===== src/rtl/memory_control.sv =====
// memory_control: arbitrates cache instruction-fetch and data requests onto a
// single-ported RAM and returns wait/load responses to the requesters.
//
// Ports:
//   CLK, nRST                          clock (rising edge), async active-low reset
//   iREN, iaddr                        instruction read request
//   dREN, dWEN, daddr, dstore          data read/write request (write wins)
//   iwait/iload, dwait/dload           responses; wait=0 marks a valid load
//   ramREN, ramWEN, ramaddr, ramstore  RAM command
//   ramload, ramstate                  RAM read data and status
//   merror                             sticky flag: an access was aborted
module memory_control #(
    parameter int          TIMEOUT = 64,
    parameter logic [31:0] ERRWORD = 32'hBAD1BAD1
) (
    input  logic        CLK,
    input  logic        nRST,
    input  logic        iREN,
    input  logic [31:0] iaddr,
    input  logic        dREN,
    input  logic        dWEN,
    input  logic [31:0] daddr,
    input  logic [31:0] dstore,
    output logic        iwait,
    output logic [31:0] iload,
    output logic        dwait,
    output logic [31:0] dload,
    output logic        ramREN,
    output logic        ramWEN,
    output logic [31:0] ramaddr,
    output logic [31:0] ramstore,
    input  logic [31:0] ramload,
    input  logic [1:0]  ramstate,
    output logic        merror
);

    typedef enum logic [1:0] {IDLE, DSERVE, ISERVE} state_e;

    localparam logic [1:0] RAM_ACCESS = 2'd2;
    localparam logic [1:0] RAM_ERROR  = 2'd3;
    localparam logic [7:0] CNT_LAST   = 8'(TIMEOUT - 1);

    state_e     state_q, state_d;
    logic       last_d_q, last_d_d;
    logic [7:0] cnt_q, cnt_d;
    logic       merror_q, merror_d;

    logic dreq, ireq, expire;
    assign dreq   = dREN | dWEN;
    assign ireq   = iREN;
    assign expire = (ramstate == RAM_ERROR) || (cnt_q == CNT_LAST);

    // Ties go to the side that did not own the last completed grant.
    function automatic state_e arb(input logic dp, input logic ip, input logic ld);
        if (dp && ip) return ld ? ISERVE : DSERVE;
        else if (dp)  return DSERVE;
        else if (ip)  return ISERVE;
        else          return IDLE;
    endfunction

    always_ff @(posedge CLK or negedge nRST) begin
        if (!nRST) begin
            state_q  <= IDLE;
            last_d_q <= 1'b0;
            cnt_q    <= 8'd0;
            merror_q <= 1'b0;
        end else begin
            state_q  <= state_d;
            last_d_q <= last_d_d;
            cnt_q    <= cnt_d;
            merror_q <= merror_d;
        end
    end

    assign merror = merror_q;

    always_comb begin
        state_d  = state_q;
        last_d_d = last_d_q;
        cnt_d    = cnt_q;
        merror_d = merror_q;
        iwait    = 1'b1;
        iload    = 32'd0;
        dwait    = 1'b1;
        dload    = 32'd0;
        ramREN   = 1'b0;
        ramWEN   = 1'b0;
        ramaddr  = 32'd0;
        ramstore = 32'd0;

        case (state_q)
            IDLE: state_d = arb(dreq, ireq, last_d_q);

            DSERVE: begin
                if (!dreq) begin
                    // owner withdrew: drop the access silently
                    state_d = IDLE;
                    cnt_d   = 8'd0;
                end else begin
                    ramWEN   = dWEN;
                    ramREN   = dREN & ~dWEN;
                    ramaddr  = daddr;
                    ramstore = dstore;
                    if (ramstate == RAM_ACCESS) begin
                        dwait    = 1'b0;
                        dload    = ramload;
                        last_d_d = 1'b1;
                        cnt_d    = 8'd0;
                        state_d  = arb(dreq, ireq, 1'b1);
                    end else if (expire) begin
                        dwait    = 1'b0;
                        dload    = ERRWORD;
                        merror_d = 1'b1;
                        last_d_d = 1'b1;
                        cnt_d    = 8'd0;
                        state_d  = IDLE;
                    end else begin
                        cnt_d = (cnt_q == 8'hFF) ? cnt_q : cnt_q + 8'd1;
                    end
                end
            end

            ISERVE: begin
                if (!ireq) begin
                    state_d = IDLE;
                    cnt_d   = 8'd0;
                end else begin
                    ramREN  = 1'b1;
                    ramaddr = iaddr;
                    if (ramstate == RAM_ACCESS) begin
                        iwait    = 1'b0;
                        iload    = ramload;
                        last_d_d = 1'b0;
                        cnt_d    = 8'd0;
                        state_d  = arb(dreq, ireq, 1'b0);
                    end else if (expire) begin
                        iwait    = 1'b0;
                        iload    = ERRWORD;
                        merror_d = 1'b1;
                        last_d_d = 1'b0;
                        cnt_d    = 8'd0;
                        state_d  = IDLE;
                    end else begin
                        cnt_d = (cnt_q == 8'hFF) ? cnt_q : cnt_q + 8'd1;
                    end
                end
            end

            default: state_d = IDLE;
        endcase
    end

endmodule


===== config.mk =====
export PLATFORM = sky130hd
export DESIGN_NAME = memory_control
export DESIGN_NICKNAME = d
export VERILOG_FILES = /design/src/rtl/memory_control.sv
export SDC_FILE = /design/constraint.sdc
export NUM_CORES = 1
export LEC_CHECK = 0
export BUFFER_PORTS_ARGS = -buffer_cell sky130_fd_sc_hd__buf_2
export CORE_AREA = 2 2 104 106
export CTS_CLUSTER_DIAMETER = 150
export DETAILED_ROUTE_END_ITERATION = 10
export DIE_AREA = 0 0 106 108
export PLACE_DENSITY = 0.57
export SLEW_MARGIN = 20
export SYNTH_ARGS = -nofsm -noshare
export SYNTH_HDL_FRONTEND = slang
export SYNTH_SLANG_ARGS = --single-unit

===== constraint.sdc =====
create_clock -name CLK -period 2.8 [get_ports CLK]
set_clock_uncertainty 0.1 [all_clocks]
set_input_delay 0.56 -clock CLK [delete_from_list [all_inputs] [get_ports CLK]]
set_output_delay 0.56 -clock CLK [all_outputs]
set_load 0.005 [all_outputs]

Word level (Yosys, flattened, before mapping)
Index checks and enable logic that the tools add are counted.
- $add $sub $neg: 1
- equality and inequality tests: 10
- mux-type cells: 53
- bitwise operators: 3
- reductions and logical operators: 6
- operators by type and width (cell ; count):
    32-bit two-way mux ; 10
    32-bit case mux with 2 select lines ; 1
    8-bit two-way mux ; 5
    2-bit two-way mux ; 12
    1-bit two-way mux ; 20
    8-bit case mux with 2 select lines ; 1
    8-bit by 1-bit adder with 8-bit output (second input constant) ; 1
    8-bit by 6-bit equality test with 1-bit output (second input constant) ; 1
    8-bit equality test (second input constant) ; 1
    2-bit equality test (second input constant) ; 3
    3-bit inequality test (second input constant) ; 2
    1-bit case mux with 2 select lines ; 3
    2-bit case mux with 3 select lines ; 1
    5-bit AND reduction ; 1
    2-bit inequality test (second input constant) ; 2
    3-bit AND reduction ; 1
    2-bit by 1-bit equality test with 1-bit output (second input constant) ; 1
    2-bit zero test ; 1
    2-bit nonzero test ; 1
    1-bit bitwise AND ; 1
    1-bit logical AND ; 1
    1-bit logical OR ; 1
    1-bit NOT ; 1
    1-bit OR ; 1
- register bits: 12
- input bits: 135
- output and inout port bits: 133
- logic and storage cells: 77

Depth between registers and ports, before layout
- depth after elaboration: 6
- mapped depth: 7
- gate-level depth less buffers: 6

Worst setup path before layout
No wires, ideal clock.
- path kind: register to output
- start: register cnt_q[0]
- end: output port dload[15]
- arrival time: 1577 ps
- required time: 2140 ps
- path slack: 563 ps
- cell stages (with the launch flop): 8
- buffers on the path: 2
- path through: dfrtp_1 ha_1 and4_4 buf_6 a21o_2 nand2_2 buf_2 nor2_1
- word-level cells in the longest chain between the ends: 6
- RTL lines (item ; RTL line ; source):
    from (decl) ; 45 ; logic [7:0] cnt_q, cnt_d;
    from (signal assigned) ; 70 ; cnt_q <= cnt_d;
    8-bit by 6-bit equality test with 1-bit output ; 51 ; assign expire = (ramstate == RAM_ERROR) || (cnt_q == CNT_LAST);
    1-bit logical OR ; 51 ;
    32-bit two-way mux ; 110 ; end else if (expire) begin
    32-bit two-way mux ; -- ;
    32-bit two-way mux ; 95 ; if (!dreq) begin
    32-bit two-way mux ; 91 ; case (state_q)
    to (decl) ; 27 ; output logic [31:0] dload,
Every way passes these cells.

Worst setup path in the final report
- start: register cnt_q[0]
- end: output port iload[12]
- word-level cells in the longest chain between the ends: 6
- RTL lines (item ; RTL line ; source):
    8-bit by 6-bit equality test with 1-bit output ; 51 ;
    1-bit logical OR ; 51 ;
    32-bit two-way mux ; 136 ; end else if (expire) begin
    32-bit two-way mux ; 130 ; if (ramstate == RAM_ACCESS) begin
    32-bit two-way mux ; 124 ; if (!ireq) begin
    32-bit two-way mux ; 91 ;
    to (decl) ; 25 ; output logic [31:0] iload,
Every way passes these cells.

==> results.yml <==
status:
  status: "completed"
clock_tree:
  clk_root_buffer_cell: "clkbuf_8"
  tritoncts: "yes"
  cts_resized: 0
  clockBufferDepth: 2
  insertion_delay_ns: 0.24
  cts_max_level: 1
  clk_pin_slew_ns: 0.05
  hold_buffers: 0
  numCtsBuffers: 3
  cts.sinks: 12
  post_cts_buffers: 0
routing:
  drtIter0Drc: 259
  routed_wirelength_um: 9930
  antenna_left: 0
  routed-via-count: 3153
  via_per_inst: 4.60
  route.detailed.drc: 0
  firstDrtPassIters: 4
  wl_per_cell_um: 14.5
worst_setup_path:
  required_ns: 2.14
  critical_path.top_delay_family: "simple AND/OR/NAND/NOR gates"
  critPathArrivalTime_ns: 1.98
  slowest_delay_ns: 0.39
  start_kind: "flop"
  cp_num_buf_inv: 1
  worst-path-max-fanout: 19
  end_kind: "primary output"
  path_depth: 6
  critPathKind: "reg -> out"
  crit_chain: "ha_1 > and4_4 > a21o_2 > nand2_2 > nor2_1 > buf_2"
  rr_worst_depth: 7
  cp_slowest_cell: "dfrtp_1"
floorplan:
  die_h_um: 108
  io_pins: 268
  row_count: 37
  die-area_sq_mm: 0.0114
  core_sq_mm: 0.0102
  fp.dieW_um: 106
  initial_core_util_pct: 19.7
placement:
  gp_congestion: 0.778
  hpwlAfterDp_um: 8240
  port_buffers: 267
finish:
  final_util_pct: 34.6
  area_delta_synth_final_pct: 75.8
  antenna_cells: 0
  final_cell_mix: "267 x buf_2, 59 x nor2_1, 35 x and2_1"
  drive_gt1_share_pct: 52.9
  final_common_cell: "buf_2"
  final_nets: 691
yosys:
  ys_ff_latch: 12
  ys_types: 42
  ys_warn_count: 0
  yosysSeqAreaShare_pct: 14.9
  synth_top_area_share_pct: 14.9
  syn_nets: 439
  synth_top_area_cell: "dfrtp_1"
  synthCells: 299
  netlist_area_sq_mm: 0.00201
  ys_top_cells_by_area: "dfrtp_1 15%, a22oi_1 12%, and2_1 11%"
  synth_area_per_cell_sq_um: 6.73
grt:
  grt_pass1_vias: 2750
  antenna_found_initial: 0
  grt_pass1_wl_um: 14100
  grt_use_total_pct: 14.9
  grt_overflow: 0
  grt_max_degree: 54
worst_hold_path:
  worstHoldPathType: "in -> async"
sta:
  timing.final.crit_share_pct: 94.4
  finalSetupViolations: 0
  finalHoldViolations: 0
  tns_ns: 0
  drv_slew: 0
  fmax_ghz: 0.378
  min_period_ns: 2.64
  slew_headroom_pct: 49.6
  worst_pin_slew_ns: 0.756
  rsz0062_at_grt: "no"
power:
  leakage_uw: 0.00215
  ir_worst_vdd_mv: 0.348
  power.density_mw_per_mm2: 537
flow_run:
  drv_cap: 0
[Yosys cell counts]
library cell,count
a22oi_1,32
and2b_1,1
inv_1,4
o211a_1,1
nand2_2,2
nand3b_2,1
a21o_2,1
a31oi_1,4
a311oi_1,2
nand2b_1,1
o2111ai_1,1
and4_1,1
o211ai_1,2
a21oi_1,7
o21ai_0,4
mux2i_1,1
a21oi_2,1
and2_1,36
nor2b_1,34
a41oi_1,2
o2bb2ai_1,1
o21a_1,1
a211oi_1,1
nor3b_2,1
o311ai_2,1
nand3_1,4
a2111oi_4,1
a21boi_0,3
and3_1,30
nand4_1,1
nor3_1,1
and4_4,1
buf_1,3
buf_2,6
dfrtp_1,12
buf_6,2
ha_1,5
nand2_1,7
nor2_1,59
o22ai_1,2
a41o_1,1
clkbuf_1,18
[routing by layer]
layer / track usage, % / share of wire [%]
met1: 19.2 / 42
met2: 27.2 / 51
met3: 2.53 / 5.5
met4: 1.32 / 0.71
met5: 0 / 0
[cell families (layout without fill, tap and decap cells)]
kind of cell               Yosys count  in the layout  synth area share [%]
AOI/OAI and AO/OA                   68             68                  25.8
adders and majority gates            5              5                  3.11
muxes                                1              1                 0.497
and+or+nand+nor                    180            180                  48.4
DFF                                 12             12                  14.9
buffers and inverters               33            284                  7.27
[where the power goes]
group | total (uW) | leakage (uW) | internal (uW) | switching (uW)
Clock | 185 | 0.0000288 | 124 | 60.9
Sequential | 226 | 0.000154 | 201 | 25.1
Combinational | 1490 | 0.00197 | 706 | 784
Total | 1900 | 0.00215 | 1030 | 870
[registers in the layout, indices dropped and copies added (netlist names)]
register,cells
cnt_q,8
last_d_q,1
merror,1
state_q,2
[final timing paths]
check / from / endpoint / slack, ns
worst max register to register: state_q[0]$_DFF_PN0_ / cnt_q[1]$_DFFE_PN0P_ / 0.66
worst min register to register: merror$_DFFE_PN0P_ / merror$_DFFE_PN0P_ / 0.42
worst min-delay path: nRST / cnt_q[2]$_DFFE_PN0P_ / 0.1
worst max-delay path: cnt_q[0]$_DFFE_PN0P_ / iload[12] / 0.16
min in group CLK: merror$_DFFE_PN0P_ / merror$_DFFE_PN0P_ / 0.42
max in group asynchronous: nRST / cnt_q[0]$_DFFE_PN0P_ / 2.28
[worst reg2reg max path: stages (launching register included)]
cell	delay (ns)
dfrtp_1	0.37
inv_1	0.09
ha_1	0.27
and2b_1	0.22
a2111oi_4	0.49
buf_4	0.25
a21boi_0	0.11
o22ai_1	0.15
[area by class of cell]
class	count	area, sq um
fill	1133	6690
timing repair buffer	276	1430
clock buffer	4	55.1
multi-input combinational	254	1570
sequential	12	300
inverter	4	15.0
tap	136	170
[metrics by stage]
stage | area, sq um | hold WS [ns] | cells | power [uW] | setup WS, ns
floorplan | 2010 | 0.164 | 299 | 1130 | 0.563
global placement | 3480 | 0.361 | 682 | 1710 | 0.415
detailed placement | 3480 | 0.362 | 682 | 1720 | 0.383
CTS | 3540 | 0.102 | 686 | 1920 | 0.158
global route | 3540 | 0.119 | 686 | 2070 | 0.00834
finish | 3540 | 0.0988 | 686 | 1900 | 0.158
No activity file was read; power rests on OpenSTA's default activity.
